## config.mk

```make
export PLATFORM = sky130hd
export DESIGN_NAME = digi_tube_arbiter
export DESIGN_NICKNAME = d
export VERILOG_FILES = /design/src/rtl/digi_tube_arbiter.sv
export SDC_FILE = /design/constraint.sdc
export NUM_CORES = 1
export LEC_CHECK = 0
export ABC_AREA = 1
export CORE_MARGIN = 4
export CORE_UTILIZATION = 52
export CTS_CLUSTER_DIAMETER = 80
export CTS_CLUSTER_SIZE = 28
export DETAILED_ROUTE_END_ITERATION = 12
export HOLD_SLACK_MARGIN = 0.06
export PLACE_DENSITY = 0.81
export SYNTH_ARGS = -nofsm -noshare
export SYNTH_HDL_FRONTEND = slang
export SYNTH_SLANG_ARGS = --single-unit
```

## constraint.sdc

```tcl
create_clock -name clk -period 2 [get_ports clk]
set_input_delay 0.5 -clock clk [delete_from_list [all_inputs] [get_ports clk]]
set_output_delay 0.5 -clock clk [all_outputs]
set_load 0.05 [all_outputs]
```

## src/rtl/digi_tube_arbiter.sv

```systemverilog
// Round-robin arbiter that time-shares one 4-digit hex display between up to
// four requesters. The winner's 16-bit value is latched into registered digit
// outputs and held for at least HOLD_MS milliseconds. While it holds the
// display, the current owner may refresh its value.
module digi_tube_arbiter #(
    parameter int unsigned CLK_FREQ = 50,   // MHz
    parameter int unsigned HOLD_MS  = 500,  // 1..65535
    parameter int unsigned NUM_REQ  = 3     // 1..4
) (
    input  logic                   clk,
    input  logic                   rst_n,
    input  logic [NUM_REQ-1:0]     req,
    input  logic [16*NUM_REQ-1:0]  req_data,
    output logic [NUM_REQ-1:0]     ack,
    output logic [3:0]             d0,
    output logic [3:0]             d1,
    output logic [3:0]             d2,
    output logic [3:0]             d3,
    output logic [1:0]             owner,
    output logic                   busy
);

    localparam int unsigned   PRESC_CYC = CLK_FREQ * 1000;
    localparam int unsigned   PW        = $clog2(PRESC_CYC);
    localparam logic [PW-1:0] PRESC_TOP = PW'(PRESC_CYC - 1);
    localparam logic [15:0]   HOLD_LAST = 16'(HOLD_MS - 1);
    // Pointer starts on the last requester so the first search begins at 0.
    localparam logic [1:0]    RR_INIT   = 2'(NUM_REQ - 1);

    typedef enum logic [0:0] {StIdle, StHold} state_e;

    state_e               state_q, state_d;
    logic [PW-1:0]        presc_q, presc_d;
    logic [15:0]          hold_cnt_q, hold_cnt_d;
    logic [1:0]           rr_ptr_q, rr_ptr_d;
    logic [NUM_REQ-1:0]   ack_q, ack_d;
    logic [15:0]          data_q, data_d;
    logic [1:0]           owner_q, owner_d;
    logic                 busy_q, busy_d;

    logic [NUM_REQ-1:0]   elig;
    logic                 hi_found, lo_found, win_found;
    logic [1:0]           hi_idx, lo_idx, win_idx;
    logic [15:0]          win_data, own_data;
    logic [NUM_REQ-1:0]   win_hot, own_hot;
    logic                 own_req;

    // Round-robin search: lowest eligible index above rr_ptr, else lowest at/below it.
    // A requester acked last cycle is not eligible, so a late-dropping req is not re-granted.
    always_comb begin
        elig     = req & ~ack_q;
        hi_found = 1'b0;
        lo_found = 1'b0;
        hi_idx   = '0;
        lo_idx   = '0;
        for (int i = int'(NUM_REQ) - 1; i >= 0; i--) begin
            if (elig[i]) begin
                if (2'(i) > rr_ptr_q) begin
                    hi_found = 1'b1;
                    hi_idx   = 2'(i);
                end else begin
                    lo_found = 1'b1;
                    lo_idx   = 2'(i);
                end
            end
        end
        win_found = hi_found | lo_found;
        win_idx   = hi_found ? hi_idx : lo_idx;
    end

    // Select data and one-hot ack for the search winner and for the current owner.
    always_comb begin
        win_data = '0;
        win_hot  = '0;
        own_data = '0;
        own_hot  = '0;
        own_req  = 1'b0;
        for (int i = 0; i < int'(NUM_REQ); i++) begin
            if (2'(i) == win_idx) begin
                win_data   = req_data[16*i +: 16];
                win_hot[i] = 1'b1;
            end
            if (2'(i) == owner_q) begin
                own_data   = req_data[16*i +: 16];
                own_hot[i] = 1'b1;
                own_req    = req[i] & ~ack_q[i];
            end
        end
    end

    // Next-state: grant in idle; in hold run the ms prescaler/hold timer and allow owner refresh.
    always_comb begin
        state_d    = state_q;
        presc_d    = presc_q;
        hold_cnt_d = hold_cnt_q;
        rr_ptr_d   = rr_ptr_q;
        ack_d      = '0;
        data_d     = data_q;
        owner_d    = owner_q;
        busy_d     = busy_q;
        unique case (state_q)
            StIdle: begin
                if (win_found) begin
                    data_d     = win_data;
                    ack_d      = win_hot;
                    owner_d    = win_idx;
                    rr_ptr_d   = win_idx;
                    busy_d     = 1'b1;
                    presc_d    = '0;
                    hold_cnt_d = '0;
                    state_d    = StHold;
                end
            end
            StHold: begin
                if (presc_q == PRESC_TOP) begin
                    presc_d    = '0;
                    hold_cnt_d = hold_cnt_q + 16'd1;
                    if (hold_cnt_q == HOLD_LAST) begin
                        state_d = StIdle;
                        busy_d  = 1'b0;
                    end
                end else begin
                    presc_d = presc_q + 1'b1;
                end
                // Refresh never restarts the hold timer.
                if (own_req) begin
                    data_d = own_data;
                    ack_d  = own_hot;
                end
            end
            default: state_d = StIdle;
        endcase
    end

    // State and output registers with synchronous active-low reset.
    always_ff @(posedge clk) begin
        if (!rst_n) begin
            state_q    <= StIdle;
            presc_q    <= '0;
            hold_cnt_q <= '0;
            rr_ptr_q   <= RR_INIT;
            ack_q      <= '0;
            data_q     <= '0;
            owner_q    <= '0;
            busy_q     <= 1'b0;
        end else begin
            state_q    <= state_d;
            presc_q    <= presc_d;
            hold_cnt_q <= hold_cnt_d;
            rr_ptr_q   <= rr_ptr_d;
            ack_q      <= ack_d;
            data_q     <= data_d;
            owner_q    <= owner_d;
            busy_q     <= busy_d;
        end
    end

    assign ack   = ack_q;
    assign d0    = data_q[3:0];
    assign d1    = data_q[7:4];
    assign d2    = data_q[11:8];
    assign d3    = data_q[15:12];
    assign owner = owner_q;
    assign busy  = busy_q;

endmodule

```

# After elaboration in Yosys (flattened, before gate mapping)

Index checks and enable logic that the tools add are counted.

Flip-flop bits (word level): 57
Bits of input ports: 53
Output and inout port bits: 22
Logic and storage cells: 98

$add $sub $neg: 2
Magnitude comparators: 3
Eq/ne operators: 10
Multiplexer cells: 59
Bitwise gates (word level): 10
Reductions and logical operators: 6

Operators by type and width:

| kind                                                                 | count |
|---|---|
| 16-bit two-way mux                                                   | 11 |
| 16-bit case mux with 2 select lines                                  | 3 |
| 16-bit by 1-bit adder with 16-bit output (second input constant)     | 2 |
| 1-bit two-way mux                                                    | 27 |
| 2-bit two-way mux                                                    | 13 |
| 16-bit == test (second input constant)                               | 1 |
| 16-bit by 9-bit == test with 1-bit output (second input constant)    | 1 |
| 3-bit two-way mux                                                    | 2 |
| 2-bit by 1-bit != test with 1-bit output (second input constant)     | 3 |
| 3-bit case mux with 2 select lines                                   | 1 |
| 2-bit AND reduction                                                  | 3 |
| 1-bit by 2-bit == test with 1-bit output (first input constant)      | 2 |
| 2-bit == test (first input constant)                                 | 2 |
| 1-bit by 2-bit > comparator with 1-bit output (first input constant) | 2 |
| 2-bit zero test                                                      | 2 |
| 1-bit NOT                                                            | 4 |
| 1-bit case mux with 2 select lines                                   | 2 |
| 1-bit AND                                                            | 3 |
| 3-bit AND                                                            | 1 |
| 3-bit NOT                                                            | 1 |
| 3-bit AND reduction                                                  | 1 |
| 2-bit > comparator (first input constant)                            | 1 |
| 2-bit != test (second input constant)                                | 1 |
| 1-bit bitwise OR                                                     | 1 |

# Longest topological paths before layout

Depth after elaboration: 14
Mapped depth: 13
Gate-level depth less buffers: 12

# Least setup slack after synthesis

Ideal clock, no wire load.

Path type: register to register
Start point: register ack_q[1], in the netlist ack[1]
End point: register data_q[10]
Setup time: 0.070 ns
Arrival time: 1.657 ns
Required time: 1.930 ns
Slack: 0.273 ns
Cell stages (with the launch flop): 10
Path buffers: 1
Clock period less this slack: 1.727 ns
Cell sequence: dfxtp_1 > inv_1 > nand2_1 > nand2_1 > a21oi_2 > buf_2 > nand2_1 > nand3_1 > nand2_1 > a21oi_1

Longest elaborated chain between the ends: 12
Elaborated cells between the ends (all ways): 31
Classes of those cells: 4 x eq/ne; 20 x mux; 5 x bitwise; 2 x reduce/logical

RTL lines:

| element                                                | line | RTL |
|---|---|---|
| start, declared                                        | 36   | `logic [NUM_REQ-1:0] ack_q, ack_d;` |
| start signal, assigned                                 | 151  | `ack_q <= ack_d;` |
| 3-bit NOT                                              | 51   | `elig = req & ~ack_q;` |
| 3-bit AND                                              | 51   |  |
| 2-bit two-way mux or 1-bit two-way mux (tied branches) | 57   | `if (elig[i]) begin` |
| 2-bit two-way mux or 1-bit two-way mux (tied branches) | 58   | `if (2'(i) > rr_ptr_q) begin` |
| 2-bit two-way mux or 1-bit two-way mux (tied branches) | 57   |  |
| 2-bit two-way mux                                      | 68   | `win_idx = hi_found ? hi_idx : lo_idx;` |
| 2-bit zero test                                        | 79   | `if (2'(i) == win_idx) begin` |
| 16-bit two-way mux (3 in a row)                        | 79   |  |
| 16-bit two-way mux                                     | 103  | `if (win_found) begin` |
| 16-bit case mux with 2 select lines                    | 101  | `unique case (state_q)` |
| end signal, assigned                                   | 152  | `data_q <= data_d;` |
| end, declared                                          | 37   | `logic [15:0] data_q, data_d;` |

Several ways; a longest one is shown, not always the timed one. The select of a mux whose other input is x is not followed.
A chain may end at the register's enable or synchronous reset.

# Worst setup path in the final report

Start point: register data_q[5]
End point: output d1[1]

RTL lines:

| element       | line | RTL |
|---|---|---|
| end, declared | 16   | `output logic [3:0] d1,` |

No word-level cell between the ends.

==> summary.txt <==
Outcome
  • Status: complete, no violations

Die
  • Core Box Area: 6760 um^2
  • Die Wd: 91.1 um
  • I/O pins: 75
  • Initial Utilization: 53.1%
  • Die Ht: 91.1 um
  • Die ar.: 8290 um^2
  • Core Rows: 30

Detailed routing
  • TritonRoute pass-1 iters: 5
  • DR vias: 4270
  • Via/cell ratio: 5.71
  • # DRC: 0
  • Routed WL: 10800 um
  • Wire per inst: 14.4 um
  • Post-route ant nets: 0
  • Initial drt markers: 274

STA
  • Hold Violations, Final: 0
  • Final TNS setup: 0 ns
  • # setup viols final: 0
  • Max-slew violations: 0
  • Worst-margin pin slew: 0.526 ns
  • RSZ-0062 raised after global routing: false
  • Final worst slack: 0.0255 ns
  • Clk_skew: 0.0105 ns
  • Final period util: 98.7%
  • Crit path time final: 1.97 ns
  • Worst slew margin: 64.9%
  • Max Clk Rate: 0.506 GHz

Setup path
  • Reg2Reg Depth: 11
  • Arr. time, crit path: 1.47 ns
  • Critical-path top delay cell: clkdlybuf4s50_1
  • Worst Setup End Kind: output port
  • Startpoint types: register
  • Crit-path max cell delay: 0.81 ns
  • Critical R2R Launch: presc_q[0]$_SDFFE_PN0P_
  • CP max FO: 2
  • Crit-path cells: clkdlybuf4s50_1
  • Worst r2r dst: hold_cnt_q[3]$_SDFFE_PN0P_
  • Worst EP required: 1.50 ns
  • Buf+Inv Stages, Crit Path: 1
  • Crit path max-delay family: buffers and inverters
  • Reg-to-reg setup timing slack: 0.24 ns
  • Crit Path Class: register to output port

GRT
  • Total grt overflow: 0
  • Pin count of the biggest net entering global routing: 48
  • Initial antenna violation count: 0
  • First-pass GRT wire length: 17800 um
  • GRT Util Overall: 25.1%
  • Vias in the first global route: 3968

Yosys
  • Synth warn: 0
  • Part of the Yosys area used for sequential elements: 31.3%
  • Synthesized area: 3590 um^2
  • EDFF count, synth: 0
  • Yosys reg bits: 56
  • FFs w/ async S/R, synth: 0%
  • Ys flop type: dfxtp_1
  • Syn Nets: 641
  • Synth cell types: 34
  • Post-synthesis cell count: 586
  • Syn avg cell area: 6.12 um^2

Clock network
  • Sink Count: 56
  • Post-CTS Setup Bufs: 0
  • Worst-path clk slew: 0.10 ns
  • CTS buffer count: 5
  • Longest Clk Path Bufs: 2
  • TritonCTS clock tree: built
  • Worst-Skew Late Latency: 0.30 ns
  • CTS HTree Levels: 2
  • Number of hold buffers added after CTS: 0
  • Root buffer cell: clkbuf_8

Pwr
  • Maximum vdd ir drop: 0.455 mV
  • P_leak: 1.88 nW
  • Pwr per Cell Area: 625 nW/um^2

Min path
  • Worst Hold Path EP: presc_q[13]$_SDFFE_PN0P_
  • Hold path start: presc_q[13]$_SDFFE_PN0P_
  • Hold Path Class: register to register
  • Hold depth: 2

Place
  • RD Place Congestion: 0.879
  • IO buf count: 74
  • DP Worst Slack: -0.169 ns
  • Hpwl dp: 7770 um

Cells and area
  • Nets: 722
  • Area Growth Syn to Fin: 29.3%
  • Most frequent cells in the layout: nand2_1 (175), nand3_1 (65), a21oi_1 (65), clkdlybuf4s50_1 (59), dfxtp_1 (56)
  • Core Util, Final: 68.6%
  • Fillers: 618
  • Antenna diodes: 0
  • Commonest non-fill, non-tap cell in the layout: nand2_1
  • Layout cells sized above 1: 10.2%

Job
  • Max-cap viol count: 0
[through the flow]
step	hold WS [ns]	power, mW	area [um^2]	std cells
floorplan	0.456	1.84	3590	586
global placement	0.468	2.24	4530	740
detailed placement	0.472	2.26	4530	740
CTS	0.496	2.91	4620	748
global route	0.523	3.04	4640	748
finish	0.491	2.90	4640	748
[per-layer routing]
metal / vias to the layer above / wire length (um) / part of all wire, % / track usage, %
li1: 2118 / - / - / -
met1: 1973 / 4620 / 43 / 32.3
met2: 161 / 5340 / 50 / 43.5
met3: 18 / 666 / 6.2 / 3.65
met4: 0 / 143 / 1.3 / 7.54
met5: - / 0 / 0 / 0
[sequential cells by signal, summed over array words and instances (netlist names)]
register,count
rr_ptr_q,2
owner,1
hold_cnt_q,16
presc_q,16
busy,1
state_q,1
ack,3
data_q,16
[worst max path at each step]
stage	startpoint	to	slack, ns	cells after the start
floorplan	ack[1]$_SDFF_PN0_	data_q[10]$_SDFFE_PN0P_	0.27	9
global placement	req[0]	data_q[1]$_SDFFE_PN0P_	-0.09	12
detailed placement	req[2]	data_q[12]$_SDFFE_PN0P_	-0.17	10
CTS	data_q[9]$_SDFFE_PN0P_	d2[1]	0.02	1
global route	data_q[14]$_SDFFE_PN0P_	d3[2]	0.003	1
finish	data_q[5]$_SDFFE_PN0P_	d1[1]	0.03	1
[layout make-up]
class / instances / area (um^2) / area share (%)
flip-flops and latches: 56 / 1120 / 24.2
multi-input cells: 458 / 2150 / 46.3
inverters: 44 / 166 / 3.59
clock buffers: 8 / 90.1 / 1.94
well taps: 80 / 100 / 2.16
repair buffers: 102 / 1010 / 21.9
[where the power goes]
group	leakage, nW	internal (mW)	switching [mW]	total [mW]
logic	1.37	0.402	0.619	1.02
registers	0.457	1.18	0.0418	1.22
clock network	0.0455	0.284	0.370	0.654
[cell families (layout without fill, tap and decap cells)]
family,after synthesis,after routing,synth area share (%)
DFF,56,56,31.3
adders and majority gates,2,2,0.697
AOI/OAI and AO/OA,104,104,15.0
and+or+nand+nor,349,349,43.3
buffers and inverters,72,154,9.07
xor gates and xnor gates,3,3,0.733
[cell usage after synthesis, types with 2 or more instances]
cell	instances	share of area (%)
nand2_1	175	18
a21oi_1	66	9.2
nand3_1	65	9.1
dfxtp_1	56	31
nor2_1	48	5.0
inv_1	39	4.1
o21ai_0	31	4.3
nand4_1	30	5.2
clkbuf_1	11	1.2
nor3_1	8	1.1
buf_2	7	0.98
nor2_2	7	1.2
buf_4	5	1.0
nand2_2	5	0.87
nor4_1	4	0.70
xor2_1	3	0.73
a211oi_1	2	0.42
a21oi_2	2	0.49
buf_1	2	0.21
buf_6	2	0.63
clkinv_1	2	0.21
ha_1	2	0.70
inv_2	2	0.21
nand3_2	2	0.56
[what timing repair did]
action                                  4_1_cts  5_1_grt
endpoints found under the setup margin        0        8
hold endpoints to repair                      0        0
resized for setup                             0        7
No activity file was read; power rests on OpenSTA's default activity.
